<file path="config.mk">
export PLATFORM = sky130hd
export DESIGN_NAME = delta_demodulator
export DESIGN_NICKNAME = d
export VERILOG_FILES = /design/src/rtl/delta_demodulator.sv
export SDC_FILE = /design/constraint.sdc
export NUM_CORES = 1
export LEC_CHECK = 0
export ABC_AREA = 1
export BUFFER_PORTS_ARGS = -buffer_cell sky130_fd_sc_hd__buf_2
export CORE_MARGIN = 1
export CORE_UTILIZATION = 55
export DETAILED_ROUTE_END_ITERATION = 7
export PLACE_DENSITY = 0.82
export SYNTH_ARGS = -nofsm -noshare
export SYNTH_HDL_FRONTEND = slang
export SYNTH_SLANG_ARGS = --single-unit
</file>
<file path="constraint.sdc">
create_clock -name clk -period 3 [get_ports clk]
set_input_delay 0.15 -clock clk [delete_from_list [all_inputs] [get_ports clk]]
set_output_delay 0.15 -clock clk [all_outputs]
set_load 0.005 [all_outputs]
</file>
<file path="src/rtl/delta_demodulator.sv">
// Delta-modulation spike decoder: saturating reconstruction register, sticky
// illegal-code flag and saturating event counter. Optional macro DEMOD_LEAK_EN adds an idle leak toward mid-scale.
module delta_demodulator #(
    parameter int unsigned WIDTH       = 4,
    parameter int unsigned CNT_WIDTH   = 8,
    parameter int unsigned LEAK_CYCLES = 8
) (
    input  logic                 clk,
    input  logic                 reset,
    input  logic                 spike_valid_i,
    input  logic [1:0]           spike_i,
    input  logic [WIDTH-1:0]     step_i,
    input  logic                 load_i,
    input  logic [WIDTH-1:0]     load_value_i,
    input  logic                 clr_i,
    output logic [WIDTH-1:0]     recon_o,
    output logic                 recon_valid_o,
    output logic                 err_o,
    output logic [CNT_WIDTH-1:0] event_cnt_o
);

    localparam logic [1:0] SPK_NONE = 2'b00;
    localparam logic [1:0] SPK_DOWN = 2'b01;
    localparam logic [1:0] SPK_UP   = 2'b10;
    localparam logic [1:0] SPK_ILL  = 2'b11;

    localparam logic [WIDTH-1:0]     RECON_MAX = '1;
    localparam logic [CNT_WIDTH-1:0] CNT_MAX   = '1;

    logic [WIDTH-1:0]     recon_q, recon_d;
    logic                 recon_valid_q, recon_valid_d;
    logic                 err_q, err_d;
    logic [CNT_WIDTH-1:0] event_cnt_q, event_cnt_d;

    logic                 accept_c;
    logic                 move_c;
    logic [WIDTH:0]       sum_c;
    logic                 leak_fire_c;
    logic [WIDTH-1:0]     leak_value_c;
    logic                 leak_moves_c;

    assign accept_c = spike_valid_i && !load_i;
    assign move_c   = accept_c && ((spike_i == SPK_UP) || (spike_i == SPK_DOWN));
    assign sum_c    = {1'b0, recon_q} + {1'b0, step_i};

`ifdef DEMOD_LEAK_EN
    localparam int unsigned          IDLE_W    = (LEAK_CYCLES < 2) ? 1 : $clog2(LEAK_CYCLES);
    localparam logic [IDLE_W-1:0]    IDLE_LAST = IDLE_W'(LEAK_CYCLES - 1);
    localparam logic [WIDTH-1:0]     RECON_MID = {1'b1, {(WIDTH-1){1'b0}}};

    logic [IDLE_W-1:0] idle_q, idle_d;
    logic              leak_due_c;

    assign leak_due_c  = (idle_q == IDLE_LAST);
    assign leak_fire_c = leak_due_c && !load_i && !accept_c;

    // Idle counter; an accepted no-move sample defers a due leak to the next idle cycle
    always_comb begin
        idle_d = idle_q;
        if (load_i || move_c) begin
            idle_d = '0;
        end else if (leak_due_c) begin
            idle_d = accept_c ? idle_q : '0;
        end else begin
            idle_d = idle_q + IDLE_W'(1);
        end
    end

    always_comb begin
        leak_value_c = recon_q;
        leak_moves_c = 1'b0;
        if (recon_q > RECON_MID) begin
            leak_value_c = recon_q - WIDTH'(1);
            leak_moves_c = 1'b1;
        end else if (recon_q < RECON_MID) begin
            leak_value_c = recon_q + WIDTH'(1);
            leak_moves_c = 1'b1;
        end
    end

    always_ff @(posedge clk) begin
        if (reset) begin
            idle_q <= '0;
        end else begin
            idle_q <= idle_d;
        end
    end
`else
    logic unused_leak_cfg;

    assign unused_leak_cfg = ^LEAK_CYCLES;
    assign leak_fire_c     = 1'b0;
    assign leak_value_c    = recon_q;
    assign leak_moves_c    = 1'b0;
`endif

    // Next-state: load > accepted sample > leak, then clr overrides err/count
    always_comb begin
        recon_d       = recon_q;
        recon_valid_d = 1'b0;
        err_d         = err_q;
        event_cnt_d   = event_cnt_q;

        if (load_i) begin
            recon_d       = load_value_i;
            recon_valid_d = 1'b1;
        end else if (accept_c) begin
            recon_valid_d = 1'b1;
            case (spike_i)
                SPK_UP: begin
                    recon_d = sum_c[WIDTH] ? RECON_MAX : sum_c[WIDTH-1:0];
                end
                SPK_DOWN: begin
                    recon_d = (step_i > recon_q) ? '0 : (recon_q - step_i);
                end
                SPK_ILL: begin
                    err_d = 1'b1;
                end
                SPK_NONE: begin
                    recon_d = recon_q;
                end
                default: begin
                    recon_d = recon_q;
                end
            endcase
            if (move_c && (event_cnt_q != CNT_MAX)) begin
                event_cnt_d = event_cnt_q + CNT_WIDTH'(1);
            end
        end else if (leak_fire_c && leak_moves_c) begin
            recon_d       = leak_value_c;
            recon_valid_d = 1'b1;
        end

        if (clr_i) begin
            err_d       = 1'b0;
            event_cnt_d = '0;
        end
    end

    always_ff @(posedge clk) begin
        if (reset) begin
            recon_q       <= '0;
            recon_valid_q <= 1'b0;
            err_q         <= 1'b0;
            event_cnt_q   <= '0;
        end else begin
            recon_q       <= recon_d;
            recon_valid_q <= recon_valid_d;
            err_q         <= err_d;
            event_cnt_q   <= event_cnt_d;
        end
    end

    assign recon_o       = recon_q;
    assign recon_valid_o = recon_valid_q;
    assign err_o         = err_q;
    assign event_cnt_o   = event_cnt_q;

endmodule

</file>
==> results.tsv <==
stage	metric	value	unit
outcome	status	complete, no violations	
clock_tree	Post-CTS Resized	0	
synthesis	Mapped Avg Cell Area	7.12	um2
timing	Final Setup Violations	0	
grt	first-pass GRT wire length	3980	um
pwr	Worst VDD drop	0.000345	V
final_layout	nets	220	
pwr	total internal power	0.324	mW
grt	grt met1 use	0.335	
timing	Slew Viols, Final	0	
place	GP Congestion	0.893	
grt	vias in the first global route	950	
grt	met2 GRT Util	0.408	
routing	vias post-DR	1125	
grt	pin count of the biggest net entering global routing	10	
final_layout	diode count	0	
timing	Post-Route Setup TNS	0	ns
floorplan	die width	47.2	um
routing	DRT Pass-1 Iters	4	
setup_path	slowest stage delay, CP	0.45	ns
setup_path	crit path launch type	flip-flop	
place	dpl cell area	0.00130	mm2
clock_tree	TritonCTS Sinks	14	
timing	RSZ-0062 raised after global routing	no	
clock_tree	Clock Tree Buf Depth	2	
setup_path	Crit Path Category	flip-flop to flip-flop	
setup_path	CP cell instances	inv_1 -> ha_1 -> fa_1 -> nor2_4 -> nor2_2 -> o31ai_1 -> nand2_1 -> a21oi_1	
pwr	Clock Power Share	0.286	
setup_path	CP Max Fanout	4	
setup_path	worst reg2reg endpoint	recon_o[1]	
clock_tree	Clk pin slew, worst setup/hold paths	0.08	ns
setup_path	Critical Path RT	3.22	ns
synthesis	Post-Syn Area	0.00112	mm2
synthesis	number of synthesis warnings	0	
routing	WL final	2440	um
pwr	Sw Pwr	0.163	mW
setup_path	CP startpoint	recon_o[0]	
setup_path	Worst EP arrival	2.04	ns
timing	Slew HR	0.725	
final_layout	layout cell share with drive strength beyond 1	0.279	
setup_path	Worst setup EP type	flip-flop	
clock_tree	Worst-Skew Late Latency	0.29	ns
pwr	LEAKAGE	0.651	nW
job	Max-cap violations	0	
floorplan	Starting Density	0.618	
timing	Final Hold Viols	0	
clock_tree	Max H-tree Level	1	
floorplan	I/O pin total	29	
place	Port Buffers	28	
grt	initial antenna violation count	0	
clock_tree	postcts setup bufs	0	
setup_path	highest-delay cell along the critical path	fa_1	
setup_path	R2R cell count	8	
timing	upper clock frequency limit	550	MHz
setup_path	reg-to-reg critical path startpoint	recon_o[0]	
synthesis	Mapped Nets	187	
pwr	sequential share of power	0.413	
pwr	Gate power share	0.302	
synthesis	Async SR Flop Fraction	0	
final_layout	commonest non-fill, non-tap cell in the layout	nand2_1	
timing	Least-Margin Pin Slew	0.410	ns
clock_tree	CTS root buf	clkbuf_4	
floorplan	Site Rows	15	
hold_path	worst hold path depth	2	
floorplan	die area	0.00223	mm2
routing	routed length per instance	11.3	um
timing	Period minus WS final	1.82	ns
synthesis	cells after synthesis	158	
synthesis	Top FF cell, synth	dfxtp_1	
routing	DRT antenna net count	0	
setup_path	R2R setup slack	1.18	ns
final_layout	Finished Layout Cells	215	
routing	vias per inst	5.23	
hold_path	Min-Delay Path Class	primary input to flip-flop	
final_layout	design area	0.00133	mm2
hold_path	HP Start	reset	
grt	GRT Total Usage	0.255	
place	Placed Instances	211	
timing	clock skew	0.00420	ns
synthesis	#FFs+latches synth	14	
timing	Tcrit/Tclk final	0.606	
pwr	switching fraction of total power	0.334	
synthesis	sequential fraction of the synthesis area	0.249	
pwr	PD cells	366	mW/mm2
clock_tree	CTS Hold Bufs	0	
hold_path	WHS Endpoint	recon_o[0]	
final_layout	most frequent cells in the layout	nand2_1, buf_2, inv_1, nor2_1, dfxtp_1	
clock_tree	CTS tree	done	
grt	M3 GR Usage	0.0385	
routing	drt drc	0	
synthesis	Post-synth EDFFs	0	
synthesis	Synth cell types	27	
clock_tree	cts bufs inserted	3	
routing	drt first-iter violations	18	
grt	global route overflow	0	
final_layout	Layout Area Growth over Synthesis	18.5	%
floorplan	Core Area	0.00182	mm2
floorplan	DIE HEIGHT	47.2	um
grt	busiest layer in global routing	met2	
place	post-DP HPWL	1930	um
## final cells by class
class | count | area (um2)
multi-input combinational | 118 | 744
timing repair buffer | 28 | 140
fill | 158 | 488
tap | 25 | 31.3
sequential | 14 | 280
clock buffer | 4 | 36.3
inverter | 26 | 100
## cell usage after synthesis (all sizes together) (2+ instances only)
library cell,count,share of area
a21oi,15,0.073
dfxtp,14,0.25
fa,2,0.036
ha,12,0.13
inv,26,0.089
nand2,39,0.15
nand3,8,0.040
nand3b,2,0.013
nor2,19,0.092
nor3,5,0.031
o21ai,8,0.036
xor2,3,0.023
## registers in the layout (all words and copies together) (netlist names)
signal / flops
event_cnt_o: 8
recon_o: 4
err_o: 1
recon_valid_o: 1
## logic make-up after synthesis
kind of cell / synth area share
adders and majority gates: 0.169
and+or+nand+nor: 0.328
buffers and inverters: 0.0890
AOI/OAI and AO/OA: 0.133
DFF: 0.249
xor gates and xnor gates: 0.0312
## power groups by stage
stage,Sequential (mW),Clock (mW),Combinational (mW)
global route,0.202,0.150,0.166
global placement,0.205,0,0.138
detailed placement,0.205,0,0.144
CTS,0.201,0.141,0.146
floorplan,0.204,0,0.100
finish,0.201,0.139,0.147
## routing by layer
layer	vias to the layer above	part of all wire
met5	-	0
met4	0	0.021
met3	7	0.047
met2	34	0.45
met1	510	0.48
li1	574	-
## critical path, delay by kind of cell (launching register included)
family | cells | cell delay, ns
compound gates | 2 | 0.38
fa+ha+maj | 2 | 0.66
buf+inv | 1 | 0.05
flops | 1 | 0.37
simple gates | 3 | 0.30
## worst max path at each step
| stage | depth (start not counted) | end |
|---|---|---|
| 2_1_floorplan | 10 | recon_o[2] |
| 3_3_place_gp | 8 | recon_o[1] |
| 3_5_place_dp | 8 | recon_o[1] |
| 4_1_cts | 8 | recon_o[1] |
| 5_1_grt | 8 | recon_o[1] |
| 6_report | 8 | recon_o[1] |
## stage by stage
stage                     utilization  power, mW  setup WS [ns]  hold slack (ns)
final                           0.732      0.487           1.18           0.0859
after global routing            0.732      0.519          0.998           0.0888
after CTS                       0.732      0.488           1.16           0.0872
after detailed placement        0.712      0.349           1.19            0.388
after global placement          0.712      0.343           1.29            0.387
after floorplan                     -      0.305           1.35            0.219
No activity file was read; power rests on OpenSTA's default activity.
